`config.mk`:
```
export PLATFORM = sky130hd
export DESIGN_NAME = uart_receiver
export DESIGN_NICKNAME = d
export VERILOG_FILES = /design/src/rtl/uart_receiver.sv
export SDC_FILE = /design/constraint.sdc
export NUM_CORES = 1
export LEC_CHECK = 0
export CAP_MARGIN = 15
export CORE_UTILIZATION = 50
export CTS_BUF_LIST = sky130_fd_sc_hd__clkbuf_4
export CTS_CLUSTER_DIAMETER = 100
export DETAILED_ROUTE_END_ITERATION = 10
export GPL_TIMING_DRIVEN = 0
export PLACE_DENSITY = 0.7
export SYNTH_ARGS = -nofsm -noshare
export SYNTH_HDL_FRONTEND = slang
export SYNTH_SLANG_ARGS = --single-unit
```
`constraint.sdc`:
```
create_clock -name clk -period 6.87 [get_ports clk]
set_input_delay 0.687 -clock clk [delete_from_list [all_inputs] [get_ports clk]]
set_output_delay 0.687 -clock clk [all_outputs]
set_load 0.005 [all_outputs]
```
`src/rtl/uart_receiver.sv`:
```
// uart_receiver: 8N1 serial receive stage.
// Double-flops the asynchronous RxD line, checks the start bit at half a bit
// time, then samples each data bit and the stop bit in mid-bit. Each frame ends
// in at most one single-cycle strobe: rx_valid, frame_err or parity_err.
// Optional feature: define UART_RX_PARITY_EN for 8E1 frames, which adds one
// even-parity bit after the data bits.
module uart_receiver #(
  parameter int CLK_FREQ = 100_000_000,
  parameter int BAUD     = 9600
) (
  input  logic       clk,
  input  logic       rst_n,
  input  logic       RxD,
  output logic [7:0] rx_data,
  output logic       rx_valid,
  output logic       rx_busy,
  output logic       frame_err,
  output logic       parity_err
);

  localparam int CLKS_PER_BIT = CLK_FREQ / BAUD;
  localparam int HALF_BIT     = CLKS_PER_BIT / 2;
  localparam logic [13:0] CNT_BIT_END  = 14'(CLKS_PER_BIT - 1);
  localparam logic [13:0] CNT_HALF_END = 14'(HALF_BIT - 1);

  typedef enum logic [2:0] {
    S_IDLE   = 3'd0,
    S_START  = 3'd1,
    S_DATA   = 3'd2,
    S_PARITY = 3'd3,
    S_STOP   = 3'd4
  } state_e;

  // Even parity: the parity bit makes the total count of ones even.
  function automatic logic even_parity(input logic [7:0] d);
    return ^d;
  endfunction

  state_e      state_q;
  logic [13:0] cnt_q;
  logic [2:0]  idx_q;
  logic [7:0]  sr_q;
  logic [7:0]  rx_data_q;
  logic        rx_valid_q;
  logic        frame_err_q;
  logic        rxd_meta_q;
  logic        rxd_s_q;
`ifdef UART_RX_PARITY_EN
  logic        par_ok_q;
  logic        parity_err_q;
`endif

  // Two-flop synchroniser; it resets to the idle-high line level.
  always_ff @(posedge clk or negedge rst_n) begin
    if (!rst_n) begin
      rxd_meta_q <= 1'b1;
      rxd_s_q    <= 1'b1;
    end else begin
      rxd_meta_q <= RxD;
      rxd_s_q    <= rxd_meta_q;
    end
  end

  // Frame FSM with bit timing, shifting and registered strobes.
  always_ff @(posedge clk or negedge rst_n) begin
    if (!rst_n) begin
      state_q      <= S_IDLE;
      cnt_q        <= 14'd0;
      idx_q        <= 3'd0;
      sr_q         <= 8'h00;
      rx_data_q    <= 8'h00;
      rx_valid_q   <= 1'b0;
      frame_err_q  <= 1'b0;
`ifdef UART_RX_PARITY_EN
      par_ok_q     <= 1'b1;
      parity_err_q <= 1'b0;
`endif
    end else begin
      rx_valid_q   <= 1'b0;
      frame_err_q  <= 1'b0;
`ifdef UART_RX_PARITY_EN
      parity_err_q <= 1'b0;
`endif
      case (state_q)
        S_IDLE: begin
          cnt_q <= 14'd0;
          if (!rxd_s_q) begin
            state_q <= S_START;
          end
        end
        S_START: begin
          if (cnt_q == CNT_HALF_END) begin
            cnt_q <= 14'd0;
            idx_q <= 3'd0;
            // A line that is high again by mid-start is a glitch. Drop it silently.
            state_q <= rxd_s_q ? S_IDLE : S_DATA;
          end else begin
            cnt_q <= cnt_q + 14'd1;
          end
        end
        S_DATA: begin
          if (cnt_q == CNT_BIT_END) begin
            cnt_q <= 14'd0;
            sr_q  <= {rxd_s_q, sr_q[7:1]};
            if (idx_q == 3'd7) begin
`ifdef UART_RX_PARITY_EN
              state_q <= S_PARITY;
`else
              state_q <= S_STOP;
`endif
            end else begin
              idx_q <= idx_q + 3'd1;
            end
          end else begin
            cnt_q <= cnt_q + 14'd1;
          end
        end
`ifdef UART_RX_PARITY_EN
        S_PARITY: begin
          if (cnt_q == CNT_BIT_END) begin
            cnt_q    <= 14'd0;
            par_ok_q <= (rxd_s_q == even_parity(sr_q));
            state_q  <= S_STOP;
          end else begin
            cnt_q <= cnt_q + 14'd1;
          end
        end
`endif
        S_STOP: begin
          if (cnt_q == CNT_BIT_END) begin
            cnt_q <= 14'd0;
            // Return to IDLE at mid-stop so a back-to-back start bit is seen in time.
            state_q <= S_IDLE;
            if (!rxd_s_q) begin
              frame_err_q <= 1'b1;
`ifdef UART_RX_PARITY_EN
            end else if (!par_ok_q) begin
              parity_err_q <= 1'b1;
`endif
            end else begin
              rx_data_q  <= sr_q;
              rx_valid_q <= 1'b1;
            end
          end else begin
            cnt_q <= cnt_q + 14'd1;
          end
        end
        default: begin
          state_q <= S_IDLE;
          cnt_q   <= 14'd0;
        end
      endcase
    end
  end

  assign rx_data   = rx_data_q;
  assign rx_valid  = rx_valid_q;
  assign frame_err = frame_err_q;
  assign rx_busy   = (state_q != S_IDLE);
`ifdef UART_RX_PARITY_EN
  assign parity_err = parity_err_q;
`else
  assign parity_err = 1'b0;
`endif

endmodule

```
==> flow_metrics.env, run 1 <==
export IMPL_status="finished, final reports clean"
export IMPL_required_ps=7090
export IMPL_worst_slew_pin_slew_ps=839
export IMPL_netlist_instances=155
export IMPL_cts_root_buffer="clkbuf_4"
export IMPL_yosys_warnings=0
export IMPL_grt_antenna_before_repair=0
export IMPL_fp_dieH_um=62.7
export IMPL_final_cell_mix="dfrtp_1 (38), mux2_2 (16), nand2_1 (13)"
export IMPL_fp_dieArea_um2=3940
export IMPL_drtPass1Iterations=4
export IMPL_period_share=0.363
export IMPL_clock_sinks=40
export IMPL_start_util=0.536
export IMPL_yosysSeqAreaShare=0.544
export IMPL_hpwl_um=2410
export IMPL_ant_nets=0
export IMPL_io_pins=15
export IMPL_synth_seq_cells=40
export IMPL_grt_pass1_wl_um=5630
export IMPL_core_area_um2=3440
export IMPL_postLayoutCoreUtil=0.604
export IMPL_final_max_slew_viol_count=0
export IMPL_max_cap_violations=0
export IMPL_synth_cell_type_count=39
export IMPL_grt_max_degree=41
export IMPL_clk_latency_ps=350
export IMPL_synth_area_leaders="dfrtp_1 (52%), mux2_2 (9.8%), xnor2_1 (3.3%)"
export IMPL_cellPowerDensity_nw_per_um2=169
export IMPL_endpoint_kind="flop"
export IMPL_via_count=1255
export IMPL_fillers=301
export IMPL_worstSetupPathType="reg2reg"
export IMPL_htree_levels=2
export IMPL_cts_setup_buffers=0
export IMPL_drive_gt1_frac=0.210
export IMPL_grt_overflow_total=0
export IMPL_min_period_ps=2490
export IMPL_cp_max_fo=10
export IMPL_synth_fp_nets=162
export IMPL_portBuffers=13
export IMPL_nNetsFinal=182
export IMPL_grtUsageTotal=0.189
export IMPL_arrival_ps=2710
export IMPL_synth_top_area_cell="dfrtp_1"
export IMPL_synth_top_area_frac=0.516
export IMPL_slew_headroom=0.441
export IMPL_cts_repair_resized=0
export IMPL_final_common_cell="dfrtp_1"
export IMPL_gp_congestion=0.816
export IMPL_hold_viol=0
export IMPL_fin_setup_tns_ps=0
export IMPL_drt_iter0_drc=69
export IMPL_cts_buffers_inserted=5
export IMPL_cts_tree="built"
export IMPL_clk_pin_slew_ps=120
export IMPL_n_antenna_cell=0
export IMPL_ctsHoldBuffers=0
export IMPL_area_growth_pct=12.7
export IMPL_cts_buffer_depth=2
export IMPL_post_place_cells=214
export IMPL_mappedNetlistArea_um2=1840
export IMPL_rows=21
export IMPL_grt_setup_unrepaired="no"
export IMPL_synth_area_per_cell_um2=11.9
export IMPL_vdd_ir_drop_max_mv=0.126
export IMPL_max_freq_mhz=402
export IMPL_setup_viol=0
export IMPL_p_leak_nw=0.932
export IMPL_wl_per_cell_um=14.7
export IMPL_viasPerCell=5.65
export IMPL_min_path_type="reg2reg"
export IMPL_startpoint_type="flop"
export IMPL_fin_cells=222
export IMPL_wl_um=3260
export IMPL_route_detailed_drc=0
export IMPL_die_x_um=62.7
export IMPL_grt_pass1_vias=1260
export IMPL_fin_skew_ps=14.9
path summary, 6_finish.rpt:
kind / slack [ps] / endpoint / start / cells after the start
setup / recovery: 4380 / cnt_q[11] / cnt_q[6] / 5
hold / removal: 360 / rxd_s_q / rxd_meta_q / 0
setup reg to reg: 4380 / cnt_q[11] / cnt_q[6] / 5
hold reg to reg: 360 / rxd_s_q / rxd_meta_q / 0
max in group asynchronous: 5900 / cnt_q[11] / rst_n / 1
min in group asynchronous: 430 / idx_q[0] / rst_n / 1
power by group:
| part | leakage, nW | internal (mW) | switching (mW) | total [mW] |
|---|---|---|---|---|
| registers | 0.537 | 0.236 | 0.000591 | 0.237 |
| logic | 0.363 | 0.00107 | 0.00443 | 0.00549 |
| clock network | 0.0324 | 0.0375 | 0.0717 | 0.109 |
| total | 0.932 | 0.275 | 0.0767 | 0.352 |
flip-flops by register name (all words and copies together) (netlist names):
signal / cells
sr_q: 8
rxd_meta_q: 1
rx_valid: 1
rxd_s_q: 1
frame_err: 1
rx_data: 8
state_q: 3
idx_q: 3
cnt_q: 14
layout make-up:
class | instances | area [µm²] | area share
buffer | 3 | 17.5 | 0.00843
clock buffer | 5 | 37.5 | 0.0181
clock inverter | 3 | 13.8 | 0.00662
inverter | 3 | 11.3 | 0.00542
multi-input combinational | 109 | 812 | 0.391
sequential | 40 | 1000 | 0.483
tap | 46 | 57.6 | 0.0277
timing repair buffer | 13 | 125 | 0.0602
logic make-up after synthesis:
kind of cell,count (synthesis),share of synthesized area
compound gates,25,0.0868
xor+xnor,10,0.0475
fa+ha+maj,4,0.0271
buf+inv,6,0.0156
flops,40,0.544
mux,17,0.106
other cells,1,0.00203
simple gates,52,0.171
critical path: stages (launching register included):
cell and delay (ps):
dfrtp_1 450, or4b_4 560, or4_4 530, a22oi_1 440, buf_2 300, a21oi_1 90
routing by layer:
metal | routed length, µm | vias to the layer above | GRT usage | part of all wire
li1 | - | 603 | - | -
met1 | 1530 | 621 | 0.242 | 0.47
met2 | 1540 | 22 | 0.291 | 0.47
met3 | 112 | 9 | 0.0602 | 0.034
met4 | 78 | 0 | 0.0872 | 0.024
met5 | 0 | - | 0 | 0
cells in the mapped netlist, drive strengths merged:
cell type   n
nor4        5
nor3        2
nor3b       3
a2111o      1
a22oi       3
dfrtp      38
or3         3
nor2        3
conb        1
o21ai       4
or4b        4
nor4b       1
mux2       17
nand4       3
a22o        2
nor2b       1
dfstp       2
a21oi      11
ha          4
xor2        3
a21boi      2
nor4bb      1
or4         3
xnor2       7
inv         3
nand3       4
nand2      13
and2        3
nand2b      1
a41oi       1
o211ai      1
buf         3
and3        2
metrics by stage:
step / cell area [µm²] / setup slack [ps] / hold WS, ps / total power [mW]
finish: 2080 / 4380 / 363 / 0.352
global route: 2080 / 4270 / 374 / 0.369
CTS: 2080 / 4410 / 366 / 0.358
detailed placement: 2030 / 4410 / 348 / 0.248
global placement: 2030 / 4220 / 348 / 0.248
floorplan: 1840 / 4610 / 345 / 0.242
Power figures use the tool's default switching activity.
==> run 2, diff against run 1 <==
==> constraint.sdc (replaced) <==
create_clock -name clk -period 2.3 [get_ports clk]
set_input_delay 0.23 -clock clk [delete_from_list [all_inputs] [get_ports clk]]
set_output_delay 0.23 -clock clk [all_outputs]
set_load 0.005 [all_outputs]
==> run 2 against run 1 <==
Effect of this change:
- flip-flop and latch count unchanged
- clock skew up 1.8 ps
- register-to-register slack got worse by 4400 ps
- utilization rose by 2.5 points
- worst hold slack got worse by 95 ps
- power grew to 3.0 times the previous value
- critical path type unchanged
- largest cell class unchanged
==> flow_metrics.env, run 2 (synthesized netlist as in run 1, its figures left out) <==
export IMPL_status="finished, final reports clean"
export IMPL_htree_levels=2
export IMPL_endpoint_kind="flop"
export IMPL_nNetsFinal=189
export IMPL_cts_buffers_inserted=5
export IMPL_fin_skew_ps=16.8
export IMPL_grt_max_degree=41
export IMPL_grt_overflow_total=0
export IMPL_dr_wl_met3_um=147
export IMPL_final_max_slew_viol_count=0
export IMPL_slew_headroom=0.444
export IMPL_required_ps=2520
export IMPL_switching_share=0.219
export IMPL_wl_um=3470
export IMPL_start_util=0.536
export IMPL_hpwl_um=2410
export IMPL_portBuffers=13
export IMPL_fp_dieArea_um2=3940
export IMPL_wl_met1_um=1570
export IMPL_grt_antenna_before_repair=0
export IMPL_cts_buffer_depth=2
export IMPL_grt_pass1_vias=1282
export IMPL_hold_viol=0
export IMPL_worstSetupPathType="reg2reg"
export IMPL_cts_tree="built"
export IMPL_period_share=1.00
export IMPL_cellPowerDensity_nw_per_um2=487
export IMPL_grt_setup_unrepaired="yes"
export IMPL_core_area_um2=3440
export IMPL_hold_slack_ps=269
export IMPL_p_leak_nw=0.965
export IMPL_grtUsageTotal=0.198
export IMPL_drive_gt1_frac=0.273
export IMPL_rows=21
export IMPL_die_x_um=62.7
export IMPL_p_clk_frac=0.311
export IMPL_clock_sinks=40
export IMPL_power_share_sequential=0.673
export IMPL_setup_viol=0
export IMPL_p_int_mw=0.823
export IMPL_cts_root_buffer="clkbuf_4"
export IMPL_cp_max_fo=5
export IMPL_drtPass1Iterations=4
export IMPL_worst_slew_pin_slew_ps=833
export IMPL_max_freq_mhz=435
export IMPL_power_share_combinational=0.017
export IMPL_min_period_ps=2300
export IMPL_wl_met2_um=1680
export IMPL_wl_per_cell_um=15.2
export IMPL_grt_pass1_wl_um=5930
export IMPL_clk_pin_slew_ps=120
export IMPL_clk_latency_ps=350
export IMPL_vdd_ir_drop_max_mv=0.378
export IMPL_drt_iter0_drc=65
export IMPL_regMostFlops="cnt_q"
export IMPL_arrival_ps=2520
export IMPL_pre_cts_ws_ps=-156
export IMPL_io_pins=15
export IMPL_route_detailed_drc=0
export IMPL_via_count=1290
export IMPL_largest_reg_flops=14
export IMPL_fin_ws_ps=1.10
export IMPL_final_common_cell="dfrtp_1"
export IMPL_min_path_type="in2reg"
export IMPL_p_sw_mw=0.230
export IMPL_area_growth_pct=17.3
export IMPL_ant_nets=0
export IMPL_final_cell_mix="dfrtp_1 (36), mux2_2 (16), nand2_1 (12), clkdlybuf4s50_1 (12), a21oi_1 (10)"
export IMPL_fp_dieH_um=62.7
export IMPL_top_layer="met4"
export IMPL_gp_congestion=0.816
export IMPL_n_antenna_cell=0
export IMPL_max_cap_violations=0
export IMPL_viasPerCell=5.63
export IMPL_startpoint_type="flop"
-- run 2: power by group through the flow --
stage	logic, mW	registers (mW)	clock network [mW]
finish	0.0176	0.708	0.327
detailed placement	0.0178	0.722	0
global route	0.0209	0.709	0.373
floorplan	0.00165	0.721	0
global placement	0.0182	0.722	0
CTS	0.0188	0.708	0.343
-- run 2: worst paths after layout --
path	from	end	slack, ps	depth (start not counted)
worst max register to register	cnt_q[4]	cnt_q[10]	1	6
min in group asynchronous	rst_n	idx_q[0]	510	2
worst min register to register	rxd_meta_q	rxd_s_q	360	0
max in group asynchronous	rst_n	cnt_q[10]	1200	2
worst max-delay path	cnt_q[4]	cnt_q[10]	1	6
worst min-delay path	RxD	rxd_meta_q	270	1
-- run 2: critical path: stages, from the launching register on --
cell and delay (ps):
dfrtp_1 430, or4b_4 540, or4_4 530, a22oi_2 340, buf_4 170, buf_4 100
a21oi_2 50
-- run 2: what timing repair did --
item,in CTS,in global routing
pin swaps,1,2
hold endpoints to repair,20,0
endpoints found under the setup margin,13,28
resized for setup,1,9
hold buffers,1,0
buffers inserted,3,3
-- run 2: per-stage QoR --
| stage | util | total power [mW] | instances | TNS [ps] | cell area [µm²] |
|---|---|---|---|---|---|
| final | 0.628 | 1.05 | 229 | 0 | 2160 |
| after CTS | 0.615 | 1.07 | 226 | 0 | 2120 |
| after floorplan | - | 0.723 | 155 | 0 | 1840 |
| after global routing | 0.628 | 1.10 | 229 | -66.8 | 2160 |
| after detailed placement | 0.589 | 0.739 | 214 | -1540 | 2030 |
| after global placement | 0.590 | 0.740 | 214 | -1280 | 2030 |
-- run 2: final cells by class --
| class | instances | area (µm²) |
|---|---|---|
| fillers | 294 | 1280 |
| flip-flops and latches | 40 | 1010 |
| multi-input cells | 109 | 833 |
| repair buffers | 20 | 180 |
| well taps | 46 | 57.6 |
| clock buffers | 5 | 37.5 |
| plain buffers | 3 | 23.8 |
| clock inverters | 3 | 13.8 |
| inverters | 3 | 11.3 |
-- run 2: per-layer routing --
layer  vias to the layer above  global-route usage
met4                         0              0.0872
met5                         -                   0
met2                        27               0.317
met1                       638               0.247
met3                         9              0.0602
li1                        616                   -
